<file path="src/rtl/btb_alloc_ctrl.sv">
`default_nettype none
// ============================================================================
//  Module      : btb_alloc_ctrl
//  Description : Allocation and prediction controller for a 4-entry branch
//                target buffer. Performs a combinational fetch-PC lookup
//                against an external PC array. Resolved branches update 2-bit
//                saturating counters, or allocate a new entry. Victims are
//                chosen from invalid entries first, then round-robin.
//  Revision    : 1.0 - initial release
// ============================================================================
module btb_alloc_ctrl #(
  parameter int width = 16
) (
  input  logic             clk,
  input  logic             reset_n,
  // fetch-side lookup
  input  logic [width-1:0] fetch_pc,
  output logic             pred_hit,
  output logic [1:0]       pred_index,
  output logic             pred_taken,
  // resolved-branch request from execute
  input  logic             res_valid,
  output logic             res_ready,
  input  logic [width-1:0] res_pc,
  input  logic             res_taken,
  // external PC array readback and write port
  input  logic [width-1:0] arr_pc0,
  input  logic [width-1:0] arr_pc1,
  input  logic [width-1:0] arr_pc2,
  input  logic [width-1:0] arr_pc3,
  output logic             arr_write,
  output logic [1:0]       arr_index,
  output logic [width-1:0] arr_datain
);

  typedef enum logic [1:0] {
    ST_IDLE   = 2'd0,
    ST_LOOKUP = 2'd1,
    ST_ALLOC  = 2'd2
  } state_e;

  localparam logic [1:0] c_ctr_reset = 2'b01;
  localparam logic [1:0] c_ctr_alloc = 2'b10;

  state_e            state_q, state_d;
  logic [3:0]        valid_q, valid_d;
  logic [3:0][1:0]   ctr_q, ctr_d;
  logic [1:0]        rr_q, rr_d;
  logic [width-1:0]  cap_pc_q, cap_pc_d;
  logic              cap_taken_q, cap_taken_d;

  logic [width-1:0]  w_arr_pc [4];
  logic [1:0]        w_victim;
  logic              w_victim_is_rr;
  logic [3:0]        w_fetch_valid;
  logic [3:0]        w_fetch_match;
  logic [3:0]        w_res_match;
  logic              w_res_hit;
  logic [1:0]        w_res_index;

  assign w_arr_pc[0] = arr_pc0;
  assign w_arr_pc[1] = arr_pc1;
  assign w_arr_pc[2] = arr_pc2;
  assign w_arr_pc[3] = arr_pc3;

  // Two-bit saturating counter step.
  function automatic logic [1:0] f_sat_step(input logic [1:0] c, input logic up);
    logic [1:0] r;
    r = c;
    if (up) begin
      if (c != 2'b11) r = c + 2'd1;
    end else begin
      if (c != 2'b00) r = c - 2'd1;
    end
    return r;
  endfunction

  // Victim selection: lowest invalid entry, else the round-robin pointer.
  always_comb begin
    w_victim       = rr_q;
    w_victim_is_rr = 1'b1;
    for (int i = 3; i >= 0; i--) begin
      if (!valid_q[i]) begin
        w_victim       = 2'(i);
        w_victim_is_rr = 1'b0;
      end
    end
  end

  // Hide the entry being overwritten from fetch until the write has landed.
  always_comb begin
    w_fetch_valid = valid_q;
    if (state_q == ST_ALLOC) w_fetch_valid[w_victim] = 1'b0;
  end

  // Fetch lookup; valid gates every compare so unwritten array words cannot leak X.
  always_comb begin
    pred_index = 2'd0;
    for (int i = 0; i < 4; i++) begin
      w_fetch_match[i] = w_fetch_valid[i] & (w_arr_pc[i] == fetch_pc);
    end
    for (int i = 3; i >= 0; i--) begin
      if (w_fetch_match[i]) pred_index = 2'(i);
    end
    pred_hit   = |w_fetch_match;
    pred_taken = pred_hit & ctr_q[pred_index][1];
  end

  // Resolve-side lookup of the captured PC against the valid entries.
  always_comb begin
    w_res_index = 2'd0;
    for (int i = 0; i < 4; i++) begin
      w_res_match[i] = valid_q[i] & (w_arr_pc[i] == cap_pc_q);
    end
    for (int i = 3; i >= 0; i--) begin
      if (w_res_match[i]) w_res_index = 2'(i);
    end
    w_res_hit = |w_res_match;
  end

  // Next-state, per-entry state updates and array write port.
  always_comb begin
    state_d     = state_q;
    valid_d     = valid_q;
    ctr_d       = ctr_q;
    rr_d        = rr_q;
    cap_pc_d    = cap_pc_q;
    cap_taken_d = cap_taken_q;
    res_ready   = 1'b0;
    arr_write   = 1'b0;
    arr_index   = 2'd0;
    arr_datain  = '0;

    case (state_q)
      ST_IDLE: begin
        res_ready = 1'b1;
        if (res_valid) begin
          cap_pc_d    = res_pc;
          cap_taken_d = res_taken;
          state_d     = ST_LOOKUP;
        end
      end

      ST_LOOKUP: begin
        if (w_res_hit) begin
          ctr_d[w_res_index] = f_sat_step(ctr_q[w_res_index], cap_taken_q);
          state_d            = ST_IDLE;
        end else if (cap_taken_q) begin
          state_d = ST_ALLOC;
        end else begin
          state_d = ST_IDLE;
        end
      end

      ST_ALLOC: begin
        arr_write         = 1'b1;
        arr_index         = w_victim;
        arr_datain        = cap_pc_q;
        valid_d[w_victim] = 1'b1;
        ctr_d[w_victim]   = c_ctr_alloc;
        // Only a replacement of a valid entry moves the round-robin pointer.
        if (w_victim_is_rr) rr_d = rr_q + 2'd1;
        state_d = ST_IDLE;
      end

      default: begin
        state_d = ST_IDLE;
      end
    endcase
  end

  // State registers; reset wins over any in-flight allocation.
  always_ff @(posedge clk) begin
    if (!reset_n) begin
      state_q     <= ST_IDLE;
      valid_q     <= 4'b0000;
      ctr_q       <= {4{c_ctr_reset}};
      rr_q        <= 2'd0;
      cap_pc_q    <= '0;
      cap_taken_q <= 1'b0;
    end else begin
      state_q     <= state_d;
      valid_q     <= valid_d;
      ctr_q       <= ctr_d;
      rr_q        <= rr_d;
      cap_pc_q    <= cap_pc_d;
      cap_taken_q <= cap_taken_d;
    end
  end

endmodule
`default_nettype wire
</file>
<file path="config.mk">
export PLATFORM = sky130hd
export DESIGN_NAME = btb_alloc_ctrl
export DESIGN_NICKNAME = d
export VERILOG_FILES = /design/src/rtl/btb_alloc_ctrl.sv
export SDC_FILE = /design/constraint.sdc
export NUM_CORES = 1
export LEC_CHECK = 0
export CORE_MARGIN = 5
export CORE_UTILIZATION = 30
export CTS_CLUSTER_SIZE = 40
export DETAILED_ROUTE_END_ITERATION = 7
export MAX_ROUTING_LAYER = met4
export PLACE_DENSITY = 0.59
export REMOVE_ABC_BUFFERS = 1
export SLEW_MARGIN = 0
export SYNTH_ARGS = -nofsm -noshare
export SYNTH_HDL_FRONTEND = slang
export SYNTH_SLANG_ARGS = --single-unit
export TNS_END_PERCENT = 1
</file>
<file path="constraint.sdc">
create_clock -name clk -period 3.3 [get_ports clk]
set_clock_uncertainty 0.2 [all_clocks]
set_input_delay 0.66 -clock clk [delete_from_list [all_inputs] [get_ports clk]]
set_output_delay 0.66 -clock clk [all_outputs]
set_load 0.02 [all_outputs]
</file>
==> metrics.md <==
| Metric | Value |
|---|---|
| Wire length of the first global-routing pass | `22.78 mm` |
| Layout cells sized above 1 | `0.3097` |
| Element type at the critical path start | `primary input` |
| Post-synthesis cell type count | `50` |
| Worst stage delay on the critical path | `0.34 ns` |
| Sum of internal, switching and leakage power | `1.544 mW` |
| Proportion of synthesized area in mux cells | `0.008772` |
| Mean instance size in the synthesized netlist | `7.943 sq um` |
| Clock sink count | `33` |
| Register cell area after layout | `660.6 sq um` |
| Simple-Gate Fraction of Synth Area | `0.2876` |
| Area share of fa/ha/maj cells after synthesis | `0.003289` |
| Vias/cell | `4.817` |
| Final cycle utilization of the critical path | `1.112` |
| Number of enable flip-flop cells after synthesis | `0` |
| Number of I/O pins | `124` |
| Drt drc | `0` |
| Predominant post-synthesis flop cell | `sky130_fd_sc_hd__dfxtp_1` |
| TritonCTS clock tree | `yes` |
| Maximum frequency from static timing analysis | `272.4 MHz` |
| Die extent in y | `116.8 microns` |
| Synth area leader | `sky130_fd_sc_hd__dfxtp_1` |
| Cell Rows | `39` |
| Antenna violations before repair | `0` |
| Max Slew Vio Count | `0` |
| Crit path cell chain | `clkdlybuf4s15_1 -> buf_4 -> xnor2_1 -> nand4_1 -> nor4_2 -> buf_4 -> nand2_2 -> a221oi_4 -> mux2i_1 -> mux2i_1 -> and2_1 -> buf_6` |
| Total congestion overflow | `0` |
| Standard cell with the maximum stage delay on the critical path | `sky130_fd_sc_hd__a221oi_4` |
| Register bit count reported by yosys | `33` |
| Detailed Route Iter0 Violations | `188` |
| Power per standard cell area | `254.0 nW/um^2` |
| Number of violations of the max-capacitance limit | `0` |
| Leakage Power | `2.526 nW` |
| Max Fanout on Critical Path | `3` |
| Most common cell after layout, fill and taps aside | `sky130_fd_sc_hd__buf_4` |
| Number of endpoints failing setup at the final stage | `4` |
| Nets@finish | `777` |
| Maximum number of pins on one net before global-route repair | `22` |
| Combined area of the multi-input logic cells | `2771 sq um` |
| Count of fill cells added during filler insertion | `1098` |
| Share of the synthesized area in compound gates (AO/OA/AOI/OAI) | `0.1243` |
| Status | `finished with violations` |
| Vias post-DR | `3955` |
| Largest family of logic cells by synthesized area | `XOR/XNOR gates` |
| Synth Warn # | `0` |
| Final ANT Viol Nets | `0` |
| Worst IR Drop VDD | `0.0001910 V` |
| Insertion delay to the later sink of the worst-skew pair | `0.28 ns` |
| Post-synthesis instance area | `3423 sq um` |
| Part of the Yosys area used for sequential elements | `0.1930` |
| Transition at the pin with the smallest max-transition slack | `0.8565 ns` |
| Iteration count of the initial detailed-routing pass | `4` |
| Cell type group with the largest total delay on the critical path | `simple AND/OR/NAND/NOR gates` |
| Area growth syn-to-layout | `77.60%` |
| Area inside the core boundary | `11320 sq um` |
| Post-synthesis async set-or-reset flop share | `0` |
| Dominant cells by area after synthesis | `sky130_fd_sc_hd__dfxtp_1 19%, sky130_fd_sc_hd__xnor2_1 18%, sky130_fd_sc_hd__xor2_1 15%` |
| Gr usage total | `0.2287` |
| Detailed-placement wirelength estimate | `12.86 mm` |
| Min setup slack post-route | `-0.3706 ns` |
| Worst Path Buf+Inv | `4` |
| Fraction of post-synthesis cell area in the top cell type by area | `0.1930` |
| RSZ-0062 raised after global routing | `true` |
| Parity-gate share of the synthesized area counting xor and xnor cells | `0.3326` |
| Required time reported for the critical path endpoint | `2.44 ns` |
| Clock tree root buffer cell | `sky130_fd_sc_hd__clkbuf_16` |
| Relative slew margins | `0.4272` |
| Longest Clk Path Bufs | `2` |
| Endpoint type of the worst setup path | `output pin` |
| Commonest non-fill, non-tap cells in the layout | `139 x sky130_fd_sc_hd__buf_4, 74 x sky130_fd_sc_hd__clkdlybuf4s50_1, 64 x sky130_fd_sc_hd__xnor2_1, 61 x sky130_fd_sc_hd__nand2_1, 54 x sky130_fd_sc_hd__xor2_1` |
| Weighted congestion at the end of routability-driven global placement | `1.014` |
| Time the final worst path needs with I/O delays and setup | `3.671 ns` |
| Final Hold Vio Count | `0` |
| Final wirelength | `14.87 mm` |
| Clock-pin slew of the registers on the worst-case setup and hold paths | `0.06 ns` |
| Diode insertion count for antenna repair | `0` |
| Die area | `13650 sq um` |
| Crit Path Category | `primary input to output pin` |
| Violations in the final reports | `setup timing` |
| Arr. time, crit path | `2.81 ns` |
| Detail-routed net length per standard cell | `18.11 microns` |
| Final core occ | `0.5370` |
| Width of the die | `116.8 microns` |
| Worst hold-check path type | `register to register` |
| Mapped Cells | `431` |
| Via count of the first global-routing pass | `4231` |
| Number of I/O port buffers | `123` |
| Initial Util | `0.3024` |
| Number of buffers created by CTS | `5` |
| H-tree lvl count | `2` |
-- state kept, by name, summed over array words and instances (netlist names) --
signal	count
state_q	2
valid_q	4
cap_taken_q	1
cap_pc_q	16
rr_q	2
ctr_q	8
-- worst register-to-register path, stage by stage, from the launching register on --
cell and delay [ns]:
sky130_fd_sc_hd__dfxtp_1 0.53, sky130_fd_sc_hd__xor2_1 0.19, sky130_fd_sc_hd__nor4_1 0.38, sky130_fd_sc_hd__nand4_1 0.24, sky130_fd_sc_hd__a211oi_1 0.37, sky130_fd_sc_hd__o22ai_2 0.16, sky130_fd_sc_hd__a2bb2oi_2 0.16, sky130_fd_sc_hd__maj3_2 0.37
sky130_fd_sc_hd__o311ai_2 0.21
-- synthesized netlist by cell type, types with 10 or more instances --
cell type / instances
sky130_fd_sc_hd__dfxtp_1: 33
sky130_fd_sc_hd__nand3_1: 13
sky130_fd_sc_hd__and2_1: 21
sky130_fd_sc_hd__xor2_1: 60
sky130_fd_sc_hd__xnor2_1: 70
sky130_fd_sc_hd__clkbuf_1: 14
sky130_fd_sc_hd__a21boi_0: 19
sky130_fd_sc_hd__nand2_1: 62
sky130_fd_sc_hd__nand4_1: 18
sky130_fd_sc_hd__nor3_1: 10
sky130_fd_sc_hd__nor4_1: 18
sky130_fd_sc_hd__nor2_1: 11
-- metrics by stage --
| stage | hold slack, ns | std cells | cell area (sq um) | worst slack, ns | TNS [ns] |
|---|---|---|---|---|---|
| floorplan | 0.2556 | 404 | 3266 | -0.3553 | -0.3553 |
| global placement | 0.3066 | 812 | 5742 | -1.158 | -5.495 |
| detailed placement | 0.3209 | 812 | 5742 | -1.234 | -5.913 |
| CTS | 0.3287 | 821 | 6021 | -0.3649 | -0.9826 |
| global route | 0.3406 | 821 | 6080 | -0.5022 | -1.677 |
| finish | 0.3291 | 821 | 6080 | -0.3706 | -0.7762 |
-- path summary, 6_finish.rpt --
| path | start | to | slack (ns) | depth (start not counted) |
|---|---|---|---|---|
| max reg2reg | cap_pc_q[3]$_SDFFE_PN0P_ | ctr_q[0]$_SDFFE_PN1P_ | 0.42 | 8 |
| max | fetch_pc[0] | pred_taken | -0.37 | 12 |
| min | ctr_q[6]$_SDFFE_PN1P_ | ctr_q[6]$_SDFFE_PN1P_ | 0.33 | 2 |
| min reg2reg | ctr_q[6]$_SDFFE_PN1P_ | ctr_q[6]$_SDFFE_PN1P_ | 0.33 | 2 |
-- cell families after synthesis --
logic type,Yosys count
XOR/XNOR,130
AO/OA/AOI/OAI,53
adder cells (fa/ha/maj),1
multiplexers,3
buffers and inverters,31
flip-flops,33
AND/OR/NAND/NOR,180
-- final cells by class --
class	instances	area share
multi-input cells	367	0.4559
repair buffers	266	0.3752
flip-flops and latches	33	0.1087
well taps	143	0.02943
clock buffers	7	0.02346
clock inverters	1	0.004939
inverters	4	0.002470
-- timing repair --
| item | CTS | global route |
|---|---|---|
| setup endpoints to repair | 7 | 11 |
| resized for setup | 128 | 21 |
| hold buffers | 0 | 0 |
| pin swaps | 22 | 6 |
| setup buffers | 1 | 0 |
| endpoints found under the hold margin | 0 | 0 |
-- report_power, final --
part	switching [mW]	internal (mW)	leakage (nW)
Sequential	0.0309	0.412	0.269
Combinational	0.233	0.300	2.17
Clock	0.191	0.378	0.0841
Total	0.454	1.09	2.53
-- routing by layer --
metal / track usage / vias up / routed length [microns]
met5: - / - / 0
met4: 0.07798 / 0 / 456
met3: 0.02519 / 26 / 629
met1: 0.2844 / 1839 / 6501
met2: 0.3860 / 113 / 7279
li1: - / 1977 / -
No activity file was read; power rests on OpenSTA's default activity.
